`src/rtl/ram_uart_dumper.sv`:
```
// Walks the data RAM from address 0 upward and sends each 16-bit word as two
// 8N1 UART frames (high byte first) on a single TX line.
module ram_uart_dumper #(
    parameter int CLKS_PER_BIT = 868,
    parameter int ADDR_WIDTH   = 6,
    parameter int NUM_WORDS    = 64
) (
    input  logic                  clk,
    input  logic                  reset,
    input  logic                  start,
    input  logic [15:0]           ram_data,
    output logic [ADDR_WIDTH-1:0] ram_addr,
    output logic                  ram_rd_en,
    output logic                  tx,
    output logic                  busy,
    output logic                  done
);

    localparam int CNT_W = (CLKS_PER_BIT > 1) ? $clog2(CLKS_PER_BIT) : 1;
    localparam logic [CNT_W-1:0]      BIT_END  = CNT_W'(CLKS_PER_BIT - 1);
    localparam logic [ADDR_WIDTH-1:0] LAST_IDX = ADDR_WIDTH'(NUM_WORDS - 1);

    typedef enum logic [2:0] {
        IDLE, READ, LATCH, START, DATA, STOP, NEXT, DONE
    } state_t;

    state_t                state;
    logic [CNT_W-1:0]      bit_cnt;
    logic [2:0]            bit_idx;
    logic [ADDR_WIDTH-1:0] index;
    logic [15:0]           word;
    logic [6:0]            shift;
    logic                  byte_sel;
    logic [7:0]            cur_byte;

    assign cur_byte = byte_sel ? word[7:0] : word[15:8];

    // tx is registered together with the state, so each line level appears on
    // the same edge that enters the state that owns it.
    always_ff @(posedge clk) begin
        if (!reset) begin
            state     <= IDLE;
            bit_cnt   <= '0;
            bit_idx   <= '0;
            index     <= '0;
            word      <= '0;
            shift     <= '0;
            byte_sel  <= 1'b0;
            ram_addr  <= '0;
            ram_rd_en <= 1'b0;
            tx        <= 1'b1;
            busy      <= 1'b0;
            done      <= 1'b0;
        end else begin
            ram_rd_en <= 1'b0;
            case (state)
                IDLE: begin
                    tx <= 1'b1;
                    if (start) begin
                        index     <= '0;
                        ram_addr  <= '0;
                        ram_rd_en <= 1'b1;
                        busy      <= 1'b1;
                        state     <= READ;
                    end
                end
                READ: state <= LATCH;
                LATCH: begin
                    word     <= ram_data;
                    byte_sel <= 1'b0;
                    bit_cnt  <= '0;
                    tx       <= 1'b0;
                    state    <= START;
                end
                START: begin
                    if (bit_cnt == BIT_END) begin
                        bit_cnt <= '0;
                        bit_idx <= '0;
                        tx      <= cur_byte[0];
                        shift   <= cur_byte[7:1];
                        state   <= DATA;
                    end else begin
                        bit_cnt <= bit_cnt + 1'b1;
                    end
                end
                DATA: begin
                    if (bit_cnt == BIT_END) begin
                        bit_cnt <= '0;
                        if (bit_idx == 3'd7) begin
                            tx    <= 1'b1;
                            state <= STOP;
                        end else begin
                            bit_idx <= bit_idx + 1'b1;
                            tx      <= shift[0];
                            shift   <= {1'b0, shift[6:1]};
                        end
                    end else begin
                        bit_cnt <= bit_cnt + 1'b1;
                    end
                end
                STOP: begin
                    if (bit_cnt == BIT_END) begin
                        bit_cnt <= '0;
                        if (!byte_sel) begin
                            byte_sel <= 1'b1;
                            tx       <= 1'b0;
                            state    <= START;
                        end else begin
                            state <= NEXT;
                        end
                    end else begin
                        bit_cnt <= bit_cnt + 1'b1;
                    end
                end
                NEXT: begin
                    // Equality compare so a full 2^ADDR_WIDTH dump never wraps.
                    if (index == LAST_IDX) begin
                        busy  <= 1'b0;
                        done  <= 1'b1;
                        state <= DONE;
                    end else begin
                        index     <= index + 1'b1;
                        ram_addr  <= index + 1'b1;
                        ram_rd_en <= 1'b1;
                        state     <= READ;
                    end
                end
                DONE: begin
                    tx <= 1'b1;
                    if (!start) begin
                        done  <= 1'b0;
                        state <= IDLE;
                    end
                end
                default: state <= IDLE;
            endcase
        end
    end

endmodule

```
`config.mk`:
```
export PLATFORM = sky130hd
export DESIGN_NAME = ram_uart_dumper
export DESIGN_NICKNAME = d
export VERILOG_FILES = /design/src/rtl/ram_uart_dumper.sv
export SDC_FILE = /design/constraint.sdc
export NUM_CORES = 1
export LEC_CHECK = 0
export CELL_PAD_IN_SITES_DETAIL_PLACEMENT = 2
export CELL_PAD_IN_SITES_GLOBAL_PLACEMENT = 2
export CORE_ASPECT_RATIO = 1.1
export CORE_MARGIN = 5
export CORE_UTILIZATION = 30
export DETAILED_ROUTE_END_ITERATION = 16
export PLACE_DENSITY_LB_ADDON = 0.12
export SLEW_MARGIN = 20
export SYNTH_ARGS = -nofsm -noshare
export SYNTH_HDL_FRONTEND = slang
export SYNTH_SLANG_ARGS = --single-unit
```
`constraint.sdc`:
```
create_clock -name clk -period 1.8 [get_ports clk]
set_input_delay 0.36 -clock clk [delete_from_list [all_inputs] [get_ports clk]]
set_output_delay 0.36 -clock clk [all_outputs]
set_load 0.05 [all_outputs]
```
After elaboration in Yosys (flattened, before gate mapping) --
Index checks and enable logic that the tools add are counted.
Storage, ports and cells: logic and storage cells 90, output and inout bits 10, register bits after elaboration 50, input port bits 19
Cells by class: equality and inequality tests 20, mux-type cells 40, reductions and logical operators 16, add/sub/neg operators 3
Operators by type and width (count):
- two-way mux 3 bit | 11
- case mux 3 bit (8 select lines) | 1
- two-way mux 7 bit | 3
- != test 2 bit, second input constant | 10
- case mux 10 bit (2 select lines) | 1
- == test 3 bit, second input constant | 5
- case mux 7 bit (2 select lines) | 1
- two-way mux 1 bit | 12
- two-way mux 6 bit | 2
- case mux 6 bit (2 select lines) | 1
- adder 10 x 1 -> 10 bit, second input constant | 1
- == test 10 bit, second input constant | 1
- two-way mux 10 bit | 1
- nonzero test 2 bit | 5
- AND reduction 3 bit | 3
- two-way mux 8 bit | 1
- case mux 1 bit (2 select lines) | 4
- adder 6 x 1 -> 6 bit, second input constant | 1
- == test 3 x 2 -> 1 bit, second input constant | 2
- == test 6 bit, second input constant | 1
- case mux 3 bit (2 select lines) | 1
- AND reduction 6 bit | 1
- case mux 1 bit (5 select lines) | 1
- AND reduction 5 bit | 1
- other kinds (8) | 8

Depth between registers and ports, before layout --
Gate-level depths: netlist of run 1.
depth in word-level cells 4, mapped depth 7, gate-level depth less buffers 6

Worst setup path before layout of run 1 --
No wires, ideal clock.
path kind reg-to-reg, from register index[0], to register index[5], setup time 70 ps, arrival time 1915 ps, slack -185 ps, cell stages (with the launch flop) 7, data required time 1730 ps, cells stage by stage dfxtp_1 ha_1 and3_1 a21o_1 buf_6 or4_1 a21oi_1
On the way: cells in the longest elaborated chain, start to end 3
Ends and longest elaborated chain:
- start: declaration | RTL line 30 | logic [ADDR_WIDTH-1:0] index;
- start signal: assignment | RTL line 122 | index <= index + 1'b1;
- adder 6 x 1 -> 6 bit / == test 6 bit (equally long branches) | RTL line 122, 117
- two-way mux 6 bit / != test 2 bit (equally long branches)
- case mux 6 bit (2 select lines) / AND reduction 3 bit (equally long branches)
Parallel ways exist; a longest one is shown, timed or not. The select of a mux whose other input is x is not followed. A chain may end at the register's enable or synchronous reset.

Final worst setup path of run 1 --
from register bit_idx[0], to register shift[1]
On the way: cells in the longest elaborated chain, start to end 3
Ends and longest elaborated chain:
- start: declaration | RTL line 29 | logic [2:0] bit_idx;
- start signal: assignment | RTL line 93 | bit_idx <= bit_idx + 1'b1;
- == test 3 bit | RTL line 89 | if (bit_idx == 3'd7) begin
- != test 2 bit (no line)
- AND reduction 4 bit (no line)
- end signal: assignment | RTL line 80 | shift <= cur_byte[7:1];
- end signal: assignment | RTL line 95 | shift <= {1'b0, shift[6:1]};
- end: declaration | RTL line 32 | logic [6:0] shift;
No other way between the ends.

==> reports/metrics.cfg, run 1 <==
[drt]
wire_per_inst_um=16.4
drtIter0Drc=59
drt-total-wl_mm=7.81
drc_errors=0
antenna_left=0
viasPerCell=5.24
vias=2492
detail_route.first_pass.iterations=4

[clocking]
clock_latency_ns=0.30
root_buffer=clkbuf_8
h-tree-depth=2
clock_sinks=50
cts_buffer_depth=2
numCtsBuffers=5
cts.clk_slew.worst_paths_ns=0.09
cts_tree=yes

[setup_path]
arrival_ns=2.01
path_max_fanout=7
cp_slowest_stage_delay_ns=0.35
cp.required_ns=2.04
r2r_cells=7
endpoint_kind=flop
cp_common_cell=ha_4
start_kind=flop
worstSetupPathType=reg -> reg
path_cells=ha_4 -> ha_4 -> nor4b_4 -> o2111ai_4 -> buf_6 -> a211o_1 -> a21oi_2
cpMaxStageDelayCell=dfxtp_2

[logic_synthesis]
synth-edff-count=0
syn_nets=333
synthArstFlopShare=0
synthDistinctLibCells=57
synthFlopType=dfxtp_1
synthCells=310
yosys_warnings=0
syn_area_per_cell_um2=8.18
ys_seq_elements=50
ys_seq_area_frac=0.395
syn_area_um2=2540

[placement]
hpwl_mm=5.90
gp_congestion=0.744
port_buffers=28

[power]
p_comb_frac=0.415
swShare=0.370
ir_drop_v=0.000393
powerDensity_nw_per_um2=1100
p_int_mw=2.31
p_switching_mw=1.36
p_leak_nw=1.22
clockPowerShare=0.216
seq_power_share=0.369

[global_routing]
grt_pass1_vias=2691
overflow=0
grt_pass1_wl_mm=13.3
grt_max_degree=19
grt.total_usage=0.154
antenna_found_initial=0

[cells_and_area]
fin_nets=387
drive_above_1_share=0.216
diodes=0
area_growth_pct=31.5

[die]
rows=35
die_area_um2=10400
die_h_um=106
coreArea_um2=8320
pin_count=29
start_util=0.305
die_w_um=97.7

[timing]
relSlewSlack=0.711
hold_viol=0
rsz0062_at_grt=yes
fmax_mhz=567
finalSetupViolCount=0
min_period_over_period=0.980
final.min_clock_period_ns=1.76
final_max_slew_viol_count=0
holdWs_ns=0.458
fin_skew_ns=0.00545
tns_ns=0
tightestPinTransition_ns=0.423

[run_status]
run_status=complete, no violations

[flow_run]
cap_violations=0

[hold_path]
min_path_type=reg -> reg
hold_depth=2

## Yosys cell counts (3+ instances only)
master,n,area (um^2)
dfxtp_1,50,1000
a41oi_1,3,26.3
mux2i_1,10,100
nand4_1,4,25.0
ha_1,4,50.1
and2_1,3,18.8
nand3b_1,3,22.5
buf_2,6,30.0
and3_1,4,25.0
a21oi_1,37,185
a211oi_1,3,22.5
nor2_1,18,67.6
nand2_1,58,218
nand2b_1,4,25.0
buf_6,3,33.8
clkbuf_1,14,52.6
or3_1,3,18.8
a31oi_1,8,50.1
nand3_1,13,65.1
o21ai_0,6,30.0
a211o_1,6,52.6
inv_1,6,22.5
## flip-flops by register name (all words and copies together) (netlist names), 3 cells and up
signal and flops:
bit_cnt 10, bit_idx 3, index 6, shift 7, state 3, word 16
## worst max-delay path, delay by kind of cell, from the launching register on
family | cells | cell delay (ns)
fa+ha+maj | 2 | 0.33
simple gates | 1 | 0.28
compound gates | 3 | 0.55
flops | 1 | 0.35
buf+inv | 1 | 0.20
## worst paths after layout
path | start | end | slack, ns
worst max-delay path | bit_idx[0] | shift[1] | 0.04
worst min register to register | word[8] | word[8] | 0.46
worst max register to register | bit_idx[0] | shift[1] | 0.04
worst min-delay path | word[8] | word[8] | 0.46
## metal layers
| layer | up-vias | GRT usage | wire length [um] |
|---|---|---|---|
| met5 | - | 0 | 0 |
| met4 | 0 | 0.0237 | 51 |
| met3 | 4 | 0.0249 | 155 |
| met2 | 20 | 0.312 | 4350 |
| met1 | 1244 | 0.169 | 3250 |
| li1 | 1224 | - | - |
## placed cells by master (no fill, tap or decap), types with 3 or more instances in the layout
master,count
nor2_1,17
buf_4,50
nand2b_1,4
nand4_1,4
inv_1,6
nand2_1,58
clkdlybuf4s50_1,18
a31oi_1,8
and3_1,3
mux2i_1,10
o21ai_0,6
a21oi_1,35
a41oi_1,3
and2_1,3
dfxtp_1,46
clkbuf_8,5
or3_1,3
a211o_1,6
nand3b_1,3
nand3_1,13
## cell families (layout without fill, tap and decap cells)
group / after synthesis / count (layout) / share of synthesized area
AND/OR/NAND/NOR: 130 / 130 / 0.262
AO/OA/AOI/OAI: 85 / 85 / 0.223
flip-flops: 50 / 50 / 0.395
buffers and inverters: 29 / 84 / 0.0548
multiplexers: 10 / 10 / 0.0395
adder cells (fa/ha/maj): 4 / 4 / 0.0197
XOR/XNOR: 2 / 2 / 0.00691
## stage by stage
| stage | utilization | setup WS [ns] | area, um^2 | total power [mW] | instances |
|---|---|---|---|---|---|
| 6_report | 0.401 | 0.0353 | 3330 | 3.67 | 476 |
| 5_1_grt | 0.401 | -0.0639 | 3330 | 3.95 | 476 |
| 4_1_cts | 0.397 | -0.0197 | 3310 | 3.70 | 476 |
| 3_5_place_dp | 0.376 | -0.216 | 3130 | 2.87 | 466 |
| 3_3_place_gp | 0.376 | -0.186 | 3130 | 2.80 | 466 |
| 2_1_floorplan | - | 0.0165 | 2550 | 2.26 | 310 |
## final cells by class
type / instances / area (um^2)
multi-input cells: 231 / 1480
flip-flops and latches: 50 / 1010
clock buffers: 7 / 76.3
repair buffers: 70 / 578
well taps: 111 / 139
inverters: 6 / 22.5
clock inverters: 1 / 30.0
fillers: 970 / 4990
## timing repair
action / 4_1_cts / 5_1_grt
pin swaps: 5 / 4
resized for setup: 11 / 6
setup buffers: 2 / 0
hold buffers: 0 / 0
endpoints found under the setup margin: 27 / 17
## power groups by stage
stage	sequential, mW	clock [mW]	combinational (mW)
CTS	1.36	0.824	1.52
floorplan	1.42	0	0.843
detailed placement	1.38	0	1.49
global route	1.38	0.870	1.70
finish	1.36	0.792	1.52
global placement	1.37	0	1.43
(Power assumes the default switching activity.)
==> run 2, diff against run 1 <==
--- a/config.mk
+++ b/config.mk
@@ -5,8 +5,8 @@
 export SDC_FILE = /design/constraint.sdc
 export NUM_CORES = 1
 export LEC_CHECK = 0
-export CELL_PAD_IN_SITES_DETAIL_PLACEMENT = 2
-export CELL_PAD_IN_SITES_GLOBAL_PLACEMENT = 2
+export CELL_PAD_IN_SITES_DETAIL_PLACEMENT = 1
+export CELL_PAD_IN_SITES_GLOBAL_PLACEMENT = 1
 export CORE_ASPECT_RATIO = 1.1
 export CORE_MARGIN = 5
 export CORE_UTILIZATION = 30
==> run 2 against run 1 <==
Via count is 2.9% lower; fmax is 3.3% higher; register-to-register slack better by 0.06 ns; first-iteration DRC count is 37% higher; hold slack hardly changed; critical endpoint is now shift[2]; largest cell class unchanged.
==> reports/metrics.cfg, run 2 (same netlist as run 1, synthesis figures left out) <==
[run_status]
run_status=complete, no violations

[timing]
fmax_mhz=586
relSlewSlack=0.549
hold_viol=0
final_max_slew_viol_count=0
tightestPinTransition_ns=0.676
fin_skew_ns=0.00653
min_period_over_period=0.949
final.min_clock_period_ns=1.71
setup_slack_ns=0.0921
rsz0062_at_grt=yes
tns_ns=0
finalSetupViolCount=0

[setup_path]
r2r-end=shift[2]
endpoint_kind=flop
setup.worst_path.start=bit_idx[0]
critical_path_buf_inv_count=1
arrival_ns=1.96
crit_cells=7
start_kind=flop
cp.required_ns=2.05
worstSetupPathType=reg -> reg
timing.reg2reg.setup_slack_ns=0.09
endpoint=shift[2]
path_max_fanout=7
cp_slowest_stage_delay_ns=0.35
cpMaxStageDelayCell=dfxtp_2
r2r_start=bit_idx[0]
cp_common_cell=ha_4
path_cells=ha_4 -> ha_4 -> nor4b_4 -> o2111ai_4 -> buf_6 -> a211o_1 -> a21oi_2
r2r_cells=7
path_delay_family=compound AO/OA/AOI/OAI gates

[hold_path]
min_path_type=reg -> reg

[clocking]
h-tree-depth=2
clock_sinks=50
clock_latency_ns=0.31
cts_tree=yes
numCtsBuffers=5
cts.clk_slew.worst_paths_ns=0.09
root_buffer=clkbuf_8
cts_buffer_depth=2

[die]
die_w_um=97.7
die_h_um=106
start_util=0.305
coreArea_um2=8320
die_area_um2=10400
pin_count=29
rows=35

[power]
seq_power_share=0.383
p_leak_nw=1.22
swShare=0.375
p_switching_mw=1.32
p_int_mw=2.20
powerDensity_nw_per_um2=1060
ir_drop_v=0.000344
clockPowerShare=0.200
p_comb_frac=0.417

[flow_run]
cap_violations=0

[drt]
vias=2419
wire_per_inst_um=14.6
detail_route.first_pass.iterations=4
antenna_left=0
drc_errors=0
drtIter0Drc=81
viasPerCell=5.11
drt-total-wl_mm=6.92

[placement]
hpwl_mm=5.09
port_buffers=28
place_ws_ns=-0.211
gp_congestion=0.721

[cells_and_area]
final_common_cell=nand2_1
largest_register_ffs=16
fin_nets=384
area_growth_pct=30.9
diodes=0
drive_above_1_share=0.215
reg_top3=word x16, bit_cnt x10, shift x7
fin_util=0.399
largest-register=word
final_cell_mix=nand2_1, dfxtp_1, buf_4

[global_routing]
grt_pass1_vias=2381
overflow=0
grt.total_usage=0.136
grt_max_degree=18
grt_pass1_wl_mm=11.8
antenna_found_initial=0

[run 2: power by group through the flow]
stage               logic, mW  clock network, mW  registers (mW)
global placement         1.42                  0            1.37
floorplan               0.843                  0            1.42
CTS                      1.46              0.733            1.35
finish                   1.47              0.703            1.35
global route             1.63              0.781            1.37
detailed placement       1.43                  0            1.37
[run 2: cell type report]
type | instances | area, um^2
Sequential cell | 50 | 1010
Clock inverter | 1 | 5.00
Multi-Input combinational cell | 231 | 1470
Timing Repair Buffer | 67 | 584
Inverter | 6 | 22.5
Tap cell | 111 | 139
Fill cell | 1002 | 5000
Clock buffer | 7 | 86.3
[run 2: how the worst min path moves through the flow]
| stage | startpoint | to | cells after the start |
|---|---|---|---|
| 5_1_grt | shift[4] | shift[4] | 2 |
| 3_3_place_gp | word[1] | word[1] | 2 |
| 2_1_floorplan | shift[1] | shift[1] | 2 |
| 6_report | word[12] | word[12] | 2 |
| 3_5_place_dp | word[15] | word[15] | 2 |
| 4_1_cts | word[15] | word[15] | 2 |
[run 2: timing repair]
item,CTS,global route
setup buffers,1,1
endpoints found under the setup margin,27,12
hold buffers,0,0
pin swaps,8,2
resized for setup,11,7
[run 2: metal layers]
layer | vias up | track usage | routed length, um
met2 | 20 | 0.241 | 3580
li1 | 1218 | - | -
met1 | 1173 | 0.167 | 3120
met5 | - | 0 | 0
met3 | 8 | 0.0256 | 142
met4 | 0 | 0.0396 | 82
[run 2: worst reg2reg max path: cells and delay by family (launching register included)]
kind | cells | cell delay [ns]
adder cells (fa/ha/maj) | 2 | 0.32
flip-flops | 1 | 0.35
AND/OR/NAND/NOR | 1 | 0.25
AO/OA/AOI/OAI | 3 | 0.53
buffers and inverters | 1 | 0.19
[run 2: through the flow]
stage	power, mW	hold WS (ns)	std cells	area [um^2]
2_1_floorplan	2.26	0.432	310	2550
3_3_place_gp	2.78	0.442	463	3130
3_5_place_dp	2.80	0.449	463	3130
4_1_cts	3.54	0.463	472	3290
5_1_grt	3.78	0.487	473	3320
6_report	3.52	0.458	473	3320
==> run 3, diff against run 2 <==
--- a/config.mk
+++ b/config.mk
@@ -10,6 +10,7 @@
 export CORE_ASPECT_RATIO = 1.1
 export CORE_MARGIN = 5
 export CORE_UTILIZATION = 30
+export CTS_CLUSTER_DIAMETER = 100
 export DETAILED_ROUTE_END_ITERATION = 16
 export PLACE_DENSITY_LB_ADDON = 0.12
 export SLEW_MARGIN = 20
==> results of run 3 <==
Same layout as run 2: the final DEF is identical, and so are final timing and power.
